**src/rtl/port_pkt_buffer.sv**
```systemverilog
// Per-port store-and-forward packet buffer: frames the port FSM's byte stream on
// wr_en falling edges, checks even parity per packet and exposes only whole packets.
module port_pkt_buffer #(
   parameter int W_WIDTH = 8,
   parameter int DEPTH   = 16,
   parameter int MAX_PKT = 8
) (
   input  logic                      clk,
   input  logic                      rst_n,
   input  logic                      wr_en,
   input  logic [W_WIDTH-1:0]        data_in,
   input  logic                      rd_en,
   output logic [W_WIDTH-1:0]        data_out,
   output logic                      data_valid,
   output logic                      data_last,
   output logic                      port_busy,
   output logic                      full,
   output logic                      empty,
   output logic [$clog2(DEPTH):0]    pkt_cnt,
   output logic                      par_err,
   output logic                      ovf
);

   localparam int AW = $clog2(DEPTH);
   localparam int CW = AW + 1;
   localparam logic [CW-1:0] DEPTH_C   = CW'(DEPTH);
   localparam logic [CW-1:0] MAX_PKT_C = CW'(MAX_PKT);
   localparam logic [AW-1:0] ONE_A     = AW'(1);

   // Each entry carries the data byte plus a last-of-packet flag in the MSB.
   logic [W_WIDTH:0] mem_q [DEPTH];

   logic [AW-1:0]      wptr_q, wptr_d;
   logic [AW-1:0]      rptr_q, rptr_d;
   logic [CW-1:0]      count_q, count_d;
   logic [CW-1:0]      pkt_cnt_q, pkt_cnt_d;
   logic               wr_en_dly_q, wr_en_dly_d;
   logic [W_WIDTH-1:0] acc_q, acc_d;
   logic               pkt_has_entry_q, pkt_has_entry_d;
   logic               par_err_q, par_err_d;
   logic               ovf_q, ovf_d;

   logic               pkt_start, pkt_close, do_write, pop, head_last, set_last;
   logic [W_WIDTH:0]   head;
   logic [AW-1:0]      last_idx;

   assign head       = mem_q[rptr_q];
   assign data_valid = (pkt_cnt_q != '0);
   assign head_last  = head[W_WIDTH];
   assign data_out   = data_valid ? head[W_WIDTH-1:0] : '0;
   assign data_last  = data_valid & head_last;
   assign full       = (count_q == DEPTH_C);
   assign empty      = (count_q == '0);
   assign port_busy  = ((DEPTH_C - count_q) < MAX_PKT_C);
   assign pkt_cnt    = pkt_cnt_q;
   assign par_err    = par_err_q;
   assign ovf        = ovf_q;

   // NOTE: every signal gets a default at the top of the block, so no path leaves
   // one unassigned and no latch is inferred.
   always_comb begin
      pkt_start = wr_en & ~wr_en_dly_q;
      pkt_close = ~wr_en & wr_en_dly_q;
      do_write  = wr_en & ~full;
      pop       = rd_en & data_valid;
      set_last  = pkt_close & pkt_has_entry_q;
      last_idx  = wptr_q - ONE_A;

      wptr_d          = do_write ? wptr_q + ONE_A : wptr_q;
      rptr_d          = pop ? rptr_q + ONE_A : rptr_q;
      count_d         = count_q + CW'(do_write) - CW'(pop);
      pkt_cnt_d       = pkt_cnt_q + CW'(set_last) - CW'(pop & head_last);
      wr_en_dly_d     = wr_en;
      ovf_d           = ovf_q | (wr_en & full);
      par_err_d       = pkt_close & (acc_q != '0);

      acc_d           = acc_q;
      pkt_has_entry_d = pkt_has_entry_q;
      if (pkt_start) begin
         acc_d           = data_in;
         pkt_has_entry_d = do_write;
      end else if (wr_en) begin
         // Dropped bytes still enter the parity so a truncated packet is flagged.
         acc_d           = acc_q ^ data_in;
         pkt_has_entry_d = pkt_has_entry_q | do_write;
      end
   end

   // NOTE: state registers use non-blocking assignments so every flop samples
   // the pre-edge values, independent of statement order.
   always_ff @(posedge clk) begin
      if (!rst_n) begin
         wptr_q          <= '0;
         rptr_q          <= '0;
         count_q         <= '0;
         pkt_cnt_q       <= '0;
         wr_en_dly_q     <= 1'b0;
         acc_q           <= '0;
         pkt_has_entry_q <= 1'b0;
         par_err_q       <= 1'b0;
         ovf_q           <= 1'b0;
      end else begin
         wptr_q          <= wptr_d;
         rptr_q          <= rptr_d;
         count_q         <= count_d;
         pkt_cnt_q       <= pkt_cnt_d;
         wr_en_dly_q     <= wr_en_dly_d;
         acc_q           <= acc_d;
         pkt_has_entry_q <= pkt_has_entry_d;
         par_err_q       <= par_err_d;
         ovf_q           <= ovf_d;
      end
   end

   // NOTE: the storage array is deliberately not reset; pointers and counters
   // define which entries are meaningful, and outputs are gated by data_valid.
   always_ff @(posedge clk) begin
      if (do_write) mem_q[wptr_q] <= {1'b0, data_in};
      // Close never coincides with a write, so the flag update has the port to itself.
      if (set_last) mem_q[last_idx][W_WIDTH] <= 1'b1;
   end

endmodule

```
**config.mk**
```make
export PLATFORM = sky130hd
export DESIGN_NAME = port_pkt_buffer
export DESIGN_NICKNAME = d
export VERILOG_FILES = /design/src/rtl/port_pkt_buffer.sv
export SDC_FILE = /design/constraint.sdc
export NUM_CORES = 1
export LEC_CHECK = 0
export CAP_MARGIN = 20
export CORE_UTILIZATION = 37
export DETAILED_ROUTE_END_ITERATION = 12
export DONT_BUFFER_PORTS = 1
export GPL_ROUTABILITY_DRIVEN = 0
export SETUP_SLACK_MARGIN = 0.4
export SYNTH_ARGS = -nofsm -noshare
export SYNTH_HDL_FRONTEND = slang
export SYNTH_SLANG_ARGS = --single-unit
```
**constraint.sdc**
```tcl
create_clock -name clk -period 3.95 [get_ports clk]
set_input_delay 0.395 -clock clk [delete_from_list [all_inputs] [get_ports clk]]
set_output_delay 0.395 -clock clk [all_outputs]
set_load 0.01 [all_outputs]
```
Word-level counts from Yosys, hierarchy flattened
Memory sizes are Yosys's and may differ from the RTL's. A register that Yosys moved wholly into a read port is not among the register bits.
Index checks and enable logic that the tools add are counted.
Word-level totals
  input bits: 12
  word-level logic and storage cells: 54
  memories kept: 1
  output and inout port bits: 20
  flip-flop bits (word level): 30
  ROM bits: 0
  bits in latches: 0
  memory bits (writable): 144
Cells by class
  divide/modulo/power cells: 0
  eq/ne operators: 1
  muxes and demuxes: 14
  bitwise logic cells: 15
  reductions and logical operators: 5
  add/sub/neg operators: 8
  $lt $le $gt $ge: 1
  $mul: 0
  shift-type cells: 0
Memory list
  mem_q: depth 16, width 9, rd ports 1, clocked after Yosys merged registers in 1, wr ports 1, line 31  | logic [W_WIDTH:0] mem_q [DEPTH];
Operator list (count)
  two-way mux 8 bit: 3
  two-way mux 4 bit: 3
  adder 5 x 1 -> 5 bit: 2
  subtractor 5 x 1 -> 5 bit: 2
  AND 1 bit: 9
  two-way mux 9 bit: 1
  OR reduction 9 bit: 1
  adder 4 x 1 -> 4 bit (second input constant): 2
  nonzero test 8 bit: 1
  bitwise XOR 8 bit: 1
  two-way mux 1 bit: 6
  equality test 5 bit (second input constant): 1
  logical NOT 5 bit: 1
  < comparator 5 x 4 -> 1 bit (second input constant): 1
  nonzero test 5 bit: 1
  subtractor 5 bit (first input constant): 1
  subtractor 4 x 1 -> 4 bit (second input constant): 1
  NOT 1 bit: 3
  two-way mux 2 bit: 1
  bitwise OR 1 bit: 2
  nonzero test 2 bit: 1

Logic depth before layout (Yosys ltp)
Gate-level depths: netlist (run 1).
  depth in word-level cells: 7
  depth in mapped cells: 16
  mapped depth without buffers: 15

Worst setup path before layout (run 1)
OpenSTA, ideal clock, no wires.
  path kind: flip-flop to flip-flop
  start point: reg pkt_cnt_q[3], in the netlist pkt_cnt[3]
  end point: reg pkt_cnt_q[4], in the netlist pkt_cnt[4]
  clock period less this slack: 3.093 ns
  data arrival time: 2.977 ns
  setup slack: 0.857 ns
  data required time: 3.834 ns
  library setup time: 0.116 ns
  cell stages (with the launch flop): 16
  buffers on the path: 1
  cell sequence: dfxtp_1 -> inv_1 -> ha_1 -> or4b_1 -> buf_6 -> nand2_1 -> inv_1 -> and3_1 -> ha_1 -> inv_1 -> ha_1 -> fa_1 -> a21oi_1 -> nor2_1 -> or3_1 -> and3_1
Between the ends
  word-level cells in the longest chain between the ends: 4
  elaborated cells on any way between the ends: 5
  classes of those cells: add/sub: 2; bitwise: 2; reduce/logical: 1
Ends and longest elaborated chain
  start: declaration: line 36  | logic [CW-1:0] pkt_cnt_q, pkt_cnt_d;
  start signal: assignment: line 106  | pkt_cnt_q <= pkt_cnt_d;
  nonzero test 5 bit: line 48  | assign data_valid = (pkt_cnt_q != '0);
  via data_valid: line 14  | output logic data_valid,
  AND 1 bit: line 65  | pop = rd_en & data_valid;
  AND 1 bit: line 72  | pkt_cnt_d = pkt_cnt_q + CW'(set_last) - CW'(pop & head_last);
  subtractor 5 x 1 -> 5 bit: line 72
The timed path passes the listed nets, and every way through them passes these cells.
A chain may end at the register's enable or synchronous reset.

==> results of run 1 <==
[sequential cells by signal, indices dropped and copies added, names as in the netlist, named ones only]
signal / flops
pkt_cnt: 5
rptr_q: 4
acc_q: 8
count_q: 5
mem_q: 144
wr_en_dly_q: 1
pkt_has_entry_q: 1
par_err: 1
ovf: 1
wptr_q: 4
[through the flow]
step	utilization	setup WS [ns]	total power, W
after floorplan	-	0.857	0.00349
after global placement	0.388	0.841	0.00376
after detailed placement	0.388	0.704	0.00380
after CTS	0.416	0.665	0.00538
after global routing	0.418	0.548	0.00561
final	0.418	0.695	0.00533
[cells in the final DEF, fill, tap and decap left out, types with 3 or more instances in the layout]
cell          n
a21boi_0      5
a21oi_1      20
a22oi_1      13
a22oi_2       3
a32oi_1       4
and2_1       16
and3_1        3
buf_4        12
clkbuf_16    17
clkinvlp_4    4
dfxtp_1      33
edfxtp_1    144
ha_1         18
inv_1        21
inv_6         3
mux2i_1      19
mux4_2       29
nand2_1      19
nand3_1      23
nor2_1       37
nor2b_1      22
o211ai_1      7
o21ai_0      12
o21bai_1      3
xnor2_1       9
xor2_1        3
[area by class of cell]
| cell class | count | area [um^2] | share of cell area |
|---|---|---|---|
| Sequential cell | 178 | 5010 | 0.591 |
| Timing Repair Buffer | 12 | 90.1 | 0.0106 |
| Tap cell | 270 | 338 | 0.0399 |
| Clock buffer | 17 | 425 | 0.0503 |
| Inverter | 22 | 86.3 | 0.0102 |
| Multi-Input combinational cell | 287 | 2390 | 0.282 |
| Clock inverter | 14 | 133 | 0.0157 |
[path summary, 6_finish.rpt]
| kind | start | end | depth (start not counted) |
|---|---|---|---|
| max | register | pkt_cnt[4]$_SDFF_PN0_ | 12 |
| min | wr_en | wr_en_dly_q$_SDFF_PN0_ | 1 |
| max reg2reg | register | pkt_cnt[4]$_SDFF_PN0_ | 12 |
| min reg2reg | pkt_has_entry_q$_SDFFE_PN0P_ | pkt_has_entry_q$_SDFFE_PN0P_ | 2 |
[synthesized netlist by cell type, types with 3 or more instances]
library cell and instances:
a21oi_1 20, a22oi_2 3, o21bai_1 3, xor2_1 3, nand2_1 19, and2_1 16
ha_1 18, nand3_1 23, a22oi_1 13, inv_1 22, buf_4 3, clkbuf_1 12
mux2i_1 19, mux4_2 29, buf_2 5, a32oi_1 4, dfxtp_1 34, buf_6 4
xnor2_1 9, a21boi_0 5, and3_1 3, nor2b_1 22, edfxtp_1 144, o211ai_1 7
nor2_1 37, o21ai_0 12
[power by group through the flow]
stage                     Clock [W]  Sequential (W)  Combinational [W]
after floorplan                   0         0.00225            0.00124
after global placement            0         0.00229            0.00147
after detailed placement          0         0.00229            0.00150
after CTS                   0.00161         0.00225            0.00151
after global routing        0.00168         0.00227            0.00167
final                       0.00159         0.00225            0.00149
[per-layer routing]
layer / global-route usage / share of wire / vias to the layer above
li1: - / - / 1941
met1: 0.203 / 0.46 / 2052
met2: 0.247 / 0.48 / 103
met3: 0.0370 / 0.045 / 17
met4: 0.0442 / 0.011 / 0
met5: 0 / 0 / -
[kinds of logic (layout without fill, tap and decap cells)]
kind of cell,after synthesis,count (layout)
AOI/OAI and AO/OA,74,74
xor gates and xnor gates,12,12
adders and majority gates,20,20
buffers and inverters,47,65
DFF,178,178
muxes,48,48
and+or+nand+nor,133,133
[worst register-to-register path, stage by stage (launching register included)]
cell	delay (ns)
dfxtp_2	0.40
mux4_2	0.52
mux2i_1	0.23
nand2b_1	0.11
and3_1	0.20
ha_1	0.27
inv_1	0.04
ha_1	0.20
fa_1	0.40
a21oi_1	0.16
nor2_1	0.06
or3_1	0.35
and3_1	0.19
==> flow_summary.json, run 1 <==
{
  "status": "completed",
  "setup_viol": 0,
  "synth-edff-count": 144,
  "cts_max_path_buffers": 2,
  "synthMuxAreaShare": 0.111,
  "die-area_um2": 21200,
  "placed_area_um2": 7860,
  "slew_viol_final": 0,
  "synth-seq-cells": 178,
  "synth_xor_area_frac": 0.0138,
  "cp_slowest_stage_delay_ns": 0.52,
  "cts_setup_buffers": 0,
  "grt_max_degree": 40,
  "timing.hold.ws_ns": 0.0905,
  "fin_crit_sh": 0.824,
  "clock-skew-final_ns": 0.00845,
  "drt.antenna.violating_nets": 0,
  "synth_fp_nets": 544,
  "diodes": 0,
  "r2r_slack_ns": 0.69,
  "finalNonFillerCells": 800,
  "grt_pass1_wl_um": 24200,
  "drc": 0,
  "cts_buffers": 17,
  "synth_top_family_by_area": "multiplexers",
  "yosys.area.top_type": "edfxtp_1",
  "clock.fmax_ghz": 0.307,
  "p_switching_w": 0.00164,
  "hpwl_um": 9980,
  "start_kind": "register",
  "clock_sinks": 178,
  "stdcell_area_um2": 8460,
  "cts_tree": "yes",
  "routedWlPerCell_um": 19.0,
  "cp_slowest_cell": "mux4_2",
  "cts-root-buf": "clkbuf_16",
  "cap_violations": 0,
  "leakagePower_nw": 2.76,
  "cts_resized": 0,
  "netlist.area_leader.share": 0.568,
  "dieWidth_um": 145,
  "port-buffer-count": 0,
  "drtPass1Iterations": 4,
  "grt_use_total": 0.152,
  "p_per_area_nw_per_um2": 629,
  "period_needed_ns": 3.26,
  "setup_tns_ns": 0,
  "route.vias.total": 4113,
  "crit_type": "reg -> reg",
  "sw_frac_of_total": 0.307,
  "synth_compound_area_frac": 0.0656,
  "synthAdderAreaFrac": 0.0348,
  "p_seq_frac": 0.423,
  "drt_wl_total_um": 15200,
  "ctsHoldBuffers": 0,
  "critPathMaxFanout": 5,
  "avgSynthCellArea_um2": 14.9,
  "seq_area_frac_synth": 0.657,
  "areaGrowthSynthToFinish_pct": 11.2,
  "initial_utilization": 0.376,
  "nFillCells": 1821,
  "yosys.area_share.simple": 0.0884,
  "worst_pin_slew_ns": 1.05,
  "rsz0062_at_grt": "no",
  "endpoint_kind": "register",
  "cts_max_level": 4,
  "fp.dieH_um": 145,
  "dp_cells": 763,
  "grt_overflow_total": 0,
  "hold_viol": 0,
  "antenna_found_initial": 0,
  "worst_ep_arrival_time_ns": 3.57,
  "yosys.cell_types.count": 42,
  "synthArstFlopShare": 0,
  "hp-class": "in -> reg",
  "synth_ff_type": "edfxtp_1",
  "core-area_um2": 20200,
  "syn-instance-count": 512,
  "drive_above_1_share": 0.145,
  "vdd_drop_max_mv": 0.481,
  "netlist_area_um2": 7610,
  "std_cell_rows": 52,
  "viasPerCell": 5.14,
  "clk_pin_slew_worst_paths_ns": 0.07,
  "yosysWarnings": 0,
  "crit_family": "simple AND/OR/NAND/NOR gates",
  "worstPathRequired_ns": 4.26,
  "relSlewSlack": 0.300,
  "grt_pass1_vias": 4273,
  "p_int_w": 0.00369,
  "clk_latency_ns": 0.42,
  "initialDrtViolationCount": 339,
  "nNetsFinal": 550,
  "netlist_top_cells_area": "edfxtp_1, dfxtp_1, mux4_2",
  "clock_power_share": 0.298,
  "path_cells": "mux4_2 > mux2i_1 > nand2b_1 > and3_1 > ha_1 > inv_1 > ha_1 > fa_1 > a21oi_1 > nor2_1 > or3_1 > and3_1",
  "worstPathBufferInverterCount": 1,
  "power_frac_comb": 0.279,
  "pin_count": 32
}
No activity file was read; power rests on OpenSTA's default activity.
==> run 2: changes to the inputs <==
Clock period 3.95 ns to 2.8 ns, I/O delays scaled along.
==> run 2 against run 1 <==
  * The run now ends with setup timing left
  * Critical path type unchanged
  * Final cell count is 6.8% higher
  * Non-clock buffer count rose by 55
  * Setup slack worse by 0.93 ns
  * Highest routed layer unchanged
  * Largest cell class unchanged
  * Clock power rose by 43%
  * Hold slack got worse by 0.075 ns
  * Total power grew 54%
  * Sequential share of layout area fell by 4.7 points
  * Critical endpoint unchanged
==> flow_summary.json, run 2 (synthesized netlist as in run 1, its figures left out) <==
{
  "slew_viol_final": 0,
  "crit_type": "reg -> reg",
  "fp.dieH_um": 145,
  "vdd_drop_max_mv": 0.587,
  "status": "finished, violations left",
  "viasPerCell": 5.10,
  "cap_violations": 0,
  "grt_pass1_vias": 4507,
  "rsz0062_at_grt": "yes",
  "hp-class": "in -> reg",
  "core-area_um2": 20200,
  "critPathMaxFanout": 5,
  "cts-root-buf": "clkbuf_16",
  "grt_pass1_wl_um": 25000,
  "dieWidth_um": 145,
  "pin_count": 32,
  "leakagePower_nw": 3.07,
  "worst_ep_arrival_time_ns": 3.34,
  "final_cell_mix": "edfxtp_1, buf_4, mux4_2",
  "hold_viol": 0,
  "largest_reg_flops": 144,
  "drt.antenna.violating_nets": 0,
  "period_needed_ns": 3.03,
  "cp_slowest_cell": "mux4_2",
  "finalWorstSetupSlack_ns": -0.231,
  "grt_use_total": 0.156,
  "cts_buffers": 17,
  "path_cells": "mux4_2 > mux2i_2 > nand2b_1 > and3_1 > ha_1 > inv_2 > ha_4 > fa_2 > a21oi_2 > nor2_2 > or3_1 > and3_1",
  "drt_wl_total_um": 15600,
  "clk_latency_ns": 0.42,
  "nNetsFinal": 605,
  "timing.hold.ws_ns": 0.0154,
  "areaGrowthSynthToFinish_pct": 20.9,
  "fin_crit_sh": 1.08,
  "hpwl_um": 10100,
  "path_common_cell": "and3_1",
  "clock_sinks": 178,
  "p_per_area_nw_per_um2": 890,
  "route.vias.total": 4355,
  "clk_pin_slew_worst_paths_ns": 0.06,
  "layout_commonest_cell": "edfxtp_1",
  "grt_max_degree": 40,
  "endpoint_kind": "register",
  "nFillCells": 1799,
  "initial_utilization": 0.376,
  "worst_pin_slew_ns": 1.02,
  "p_total_w": 0.00820,
  "relSlewSlack": 0.318,
  "drtPass1Iterations": 7,
  "clock-skew-final_ns": 0.0121,
  "antenna_found_initial": 0,
  "std_cell_rows": 52,
  "initialDrtViolationCount": 271,
  "finalNonFillerCells": 854,
  "routedWlPerCell_um": 18.3,
  "clock.fmax_ghz": 0.330,
  "max_flop_register": "mem_q",
  "setup_viol": 4,
  "grt_overflow_total": 0,
  "port-buffer-count": 0,
  "cts_tree": "yes",
  "diodes": 0,
  "cts_max_level": 4,
  "dp_cells": 798,
  "die-area_um2": 21200,
  "drc": 0,
  "drive_above_1_share": 0.293,
  "violations": "setup timing",
  "top_regs": "mem_q x144, acc_q x8",
  "worstPathRequired_ns": 3.11,
  "start_kind": "register",
  "cts_max_path_buffers": 2,
  "cp_slowest_stage_delay_ns": 0.52
}
run 2: changes by cell type in the layout (fill, tap and decap cells not counted), sizes merged:
cell / change
inv: +1
clkbuf: +1
clkinv: -2
dlygate4sd3: +10
bufinv: +1
buf: +45
clkinvlp: -2
run 2: stage by stage:
step                      utilization  setup WS, ns  cell area [um^2]  setup TNS (ns)
after floorplan                     -        -0.105              7650          -0.105
after global placement          0.403        -0.215              8150          -0.215
after detailed placement        0.403        -0.274              8150          -0.362
after CTS                       0.444        -0.184              8990          -0.604
after global routing            0.455        -0.325              9210           -1.89
final                           0.455        -0.231              9210          -0.416
run 2: what timing repair did:
| item | 4_1_cts | 5_1_grt |
|---|---|---|
| hold buffers | 10 | 0 |
| gates cloned | 0 | 0 |
| pin swaps | 18 | 17 |
| resized for setup | 35 | 25 |
| endpoints found under the setup margin | 104 | 149 |
| hold endpoints to repair | 27 | 0 |
| buffers inserted | 4 | 8 |
run 2: worst max-delay path: cells and delay by family, from the launching register on:
kind | cells | cell delay [ns]
flip-flops | 1 | 0.40
AO/OA/AOI/OAI | 1 | 0.16
multiplexers | 2 | 0.73
adder cells (fa/ha/maj) | 3 | 0.81
buffers and inverters | 1 | 0.04
AND/OR/NAND/NOR | 5 | 0.79
run 2: final cells by class:
type / count / area [um^2] / share of cell area
Multi-Input combinational cell: 287 / 2650 / 0.288
Inverter: 22 / 87.6 / 0.00951
Tap cell: 270 / 338 / 0.0367
Clock buffer: 18 / 429 / 0.0466
Sequential cell: 178 / 5010 / 0.545
Clock inverter: 12 / 133 / 0.0144
Timing Repair Buffer: 67 / 556 / 0.0603
run 2: per-layer routing:
metal / up-vias / GRT usage / part of all wire
met2: 102 / 0.258 / 0.50
met1: 2193 / 0.204 / 0.45
met5: - / 0 / 0
li1: 2050 / - / -
met3: 10 / 0.0367 / 0.042
met4: 0 / 0.0484 / 0.0072
run 2: where the power goes:
group          internal (W)  switching [W]
clock network       0.00131       0.000963
registers           0.00304       0.000122
logic               0.00138        0.00138
run 2: path summary, 6_finish.rpt:
check | to | slack (ns) | cells after the start | start
worst min-delay path | par_err$_SDFF_PN0_ | 0.02 | 2 | rst_n
worst max-delay path | pkt_cnt[4]$_SDFF_PN0_ | -0.23 | 12 | register
worst max register to register | pkt_cnt[4]$_SDFF_PN0_ | -0.23 | 12 | register
worst min register to register | pkt_has_entry_q$_SDFFE_PN0P_ | 0.50 | 2 | pkt_has_entry_q$_SDFFE_PN0P_
==> run 3: changes to the inputs <==
Settings changed: MAX_ROUTING_LAYER set to met4.
==> run 3 against run 2 <==
  * The run still ends with setup timing left
  * Critical path depth is the same
  * Die area is the same
  * Routed wire length grew 0.17%
  * Sequential power about the same
  * Sequential share of layout area increased by 0.052 points
  * Final cell count did not move
  * Clock skew is 0.00090 ns lower
  * Critical path type unchanged
  * Critical endpoint unchanged
  * Largest power group unchanged
==> flow_summary.json, run 3 (synthesized netlist as in run 1, its figures left out) <==
{
  "status": "finished, violations left",
  "violations": "setup timing",
  "setup_tns_ns": -0.433,
  "cts_max_level": 4,
  "slew_viol_final": 0,
  "routedWlPerCell_um": 18.3,
  "clock-skew-final_ns": 0.0112,
  "fp.dieH_um": 145,
  "path_cells": "mux4_2 > mux2i_2 > nand2b_1 > and3_1 > ha_1 > inv_2 > ha_4 > fa_2 > a21oi_2 > nor2_2 > or3_1 > and3_1",
  "grt_max_degree": 40,
  "r2r_slack_ns": -0.23,
  "hold_viol": 0,
  "period_needed_ns": 3.03,
  "drt.antenna.violating_nets": 0,
  "finalWorstSetupSlack_ns": -0.230,
  "clock.fmax_ghz": 0.330,
  "areaGrowthSynthToFinish_pct": 20.8,
  "route.vias.total": 4366,
  "largest_reg_flops": 144,
  "cp_slowest_cell": "mux4_2",
  "critPathMaxFanout": 5,
  "cts_tree": "yes",
  "grt_use_total": 0.161,
  "diodes": 0,
  "endpoint": "pkt_cnt[4]$_SDFF_PN0_",
  "worst_pin_slew_ns": 1.04,
  "setup_viol": 4,
  "min_path_cells": 2,
  "cts-root-buf": "clkbuf_16",
  "endpoint_kind": "register",
  "std_cell_rows": 52,
  "worst_ep_arrival_time_ns": 3.34,
  "final_cell_mix": "edfxtp_1, buf_4, mux4_2",
  "start_kind": "register",
  "finalNonFillerCells": 854,
  "rsz0062_at_grt": "yes",
  "clk_latency_ns": 0.42,
  "p_per_area_nw_per_um2": 891,
  "drt_wl_total_um": 15600,
  "place_ws_ns": -0.274,
  "relSlewSlack": 0.306,
  "nFillCells": 1797,
  "clk_pin_slew_worst_paths_ns": 0.06,
  "port-buffer-count": 0,
  "dp_cells": 798,
  "initial_utilization": 0.376,
  "cap_violations": 0,
  "cts_buffers": 17,
  "drc": 0,
  "dieWidth_um": 145,
  "hpwl_um": 10100,
  "antenna_found_initial": 0,
  "layout_commonest_cell": "edfxtp_1",
  "cts_max_path_buffers": 2,
  "timing.hold.ws_ns": 0.0179,
  "vdd_drop_max_mv": 0.587,
  "grt_pass1_vias": 4478,
  "top_regs": "mem_q x144, acc_q x8",
  "max_flop_register": "mem_q",
  "pin_count": 32,
  "path_common_cell": "and3_1",
  "worstRegToRegCells": 12,
  "cp_slowest_stage_delay_ns": 0.52,
  "drive_above_1_share": 0.291,
  "grt_pass1_wl_um": 25000,
  "grt_overflow_total": 0,
  "drtPass1Iterations": 4,
  "core-area_um2": 20200,
  "worst_r2r_endpoint": "pkt_cnt[4]$_SDFF_PN0_",
  "worstPathRequired_ns": 3.11,
  "initialDrtViolationCount": 277,
  "clock_sinks": 178,
  "die-area_um2": 21200,
  "min_from": "rst_n",
  "leakagePower_nw": 3.07,
  "fin_crit_sh": 1.08,
  "nNetsFinal": 605,
  "hp-class": "in -> reg",
  "crit_type": "reg -> reg",
  "viasPerCell": 5.11
}
-- run 3: area by class of cell --
cell class | instances | area (um^2) | area share
flip-flops and latches | 178 | 5010 | 0.545
multi-input cells | 287 | 2650 | 0.288
repair buffers | 67 | 552 | 0.0600
clock buffers | 18 | 429 | 0.0467
well taps | 270 | 338 | 0.0367
clock inverters | 12 | 133 | 0.0144
inverters | 22 | 87.6 | 0.00952
-- run 3: metal layers --
layer	wire, um	vias to the layer above	global-route usage
li1	-	2051	-
met1	7080	2221	0.206
met2	7760	86	0.259
met3	667	8	0.0354
met4	112	0	0.0458
met5	0	-	-
-- run 3: worst max-delay path, delay by kind of cell, from the launching register on --
kind                     cells  cell delay, ns
adder cells (fa/ha/maj)      3            0.81
AO/OA/AOI/OAI                1            0.16
buffers and inverters        1            0.04
multiplexers                 2            0.73
AND/OR/NAND/NOR              5            0.79
flip-flops                   1            0.40
-- run 3: through the flow --
stage | instance area (um^2) | util | power [W]
CTS | 8990 | 0.444 | 0.00816
floorplan | 7650 | - | 0.00497
finish | 9200 | 0.455 | 0.00820
global route | 9200 | 0.455 | 0.00864
global placement | 8150 | 0.403 | 0.00561
detailed placement | 8150 | 0.403 | 0.00570
-- run 3: power breakdown --
part           internal, W  total (W)  switching [W]
logic              0.00138    0.00276        0.00138
clock network      0.00131    0.00228       0.000965
registers          0.00304    0.00316       0.000121
-- run 3: how the worst min path moves through the flow --
stage | slack, ns | end
2_1_floorplan | 0.43 | pkt_has_entry_q$_SDFFE_PN0P_
3_3_place_gp | 0.40 | wr_en_dly_q$_SDFF_PN0_
3_5_place_dp | 0.41 | wr_en_dly_q$_SDFF_PN0_
4_1_cts | 0.0005 | count_q[1]$_SDFF_PN0_
5_1_grt | 0.007 | par_err$_SDFF_PN0_
6_report | 0.02 | par_err$_SDFF_PN0_
-- run 3: what timing repair did --
action                                 4_1_cts  5_1_grt
pin swaps                                   18       17
resized for setup                           35       23
endpoints found under the hold margin       27        0
buffers inserted                             4        8
setup endpoints to repair                  104      149
hold buffers                                10        0
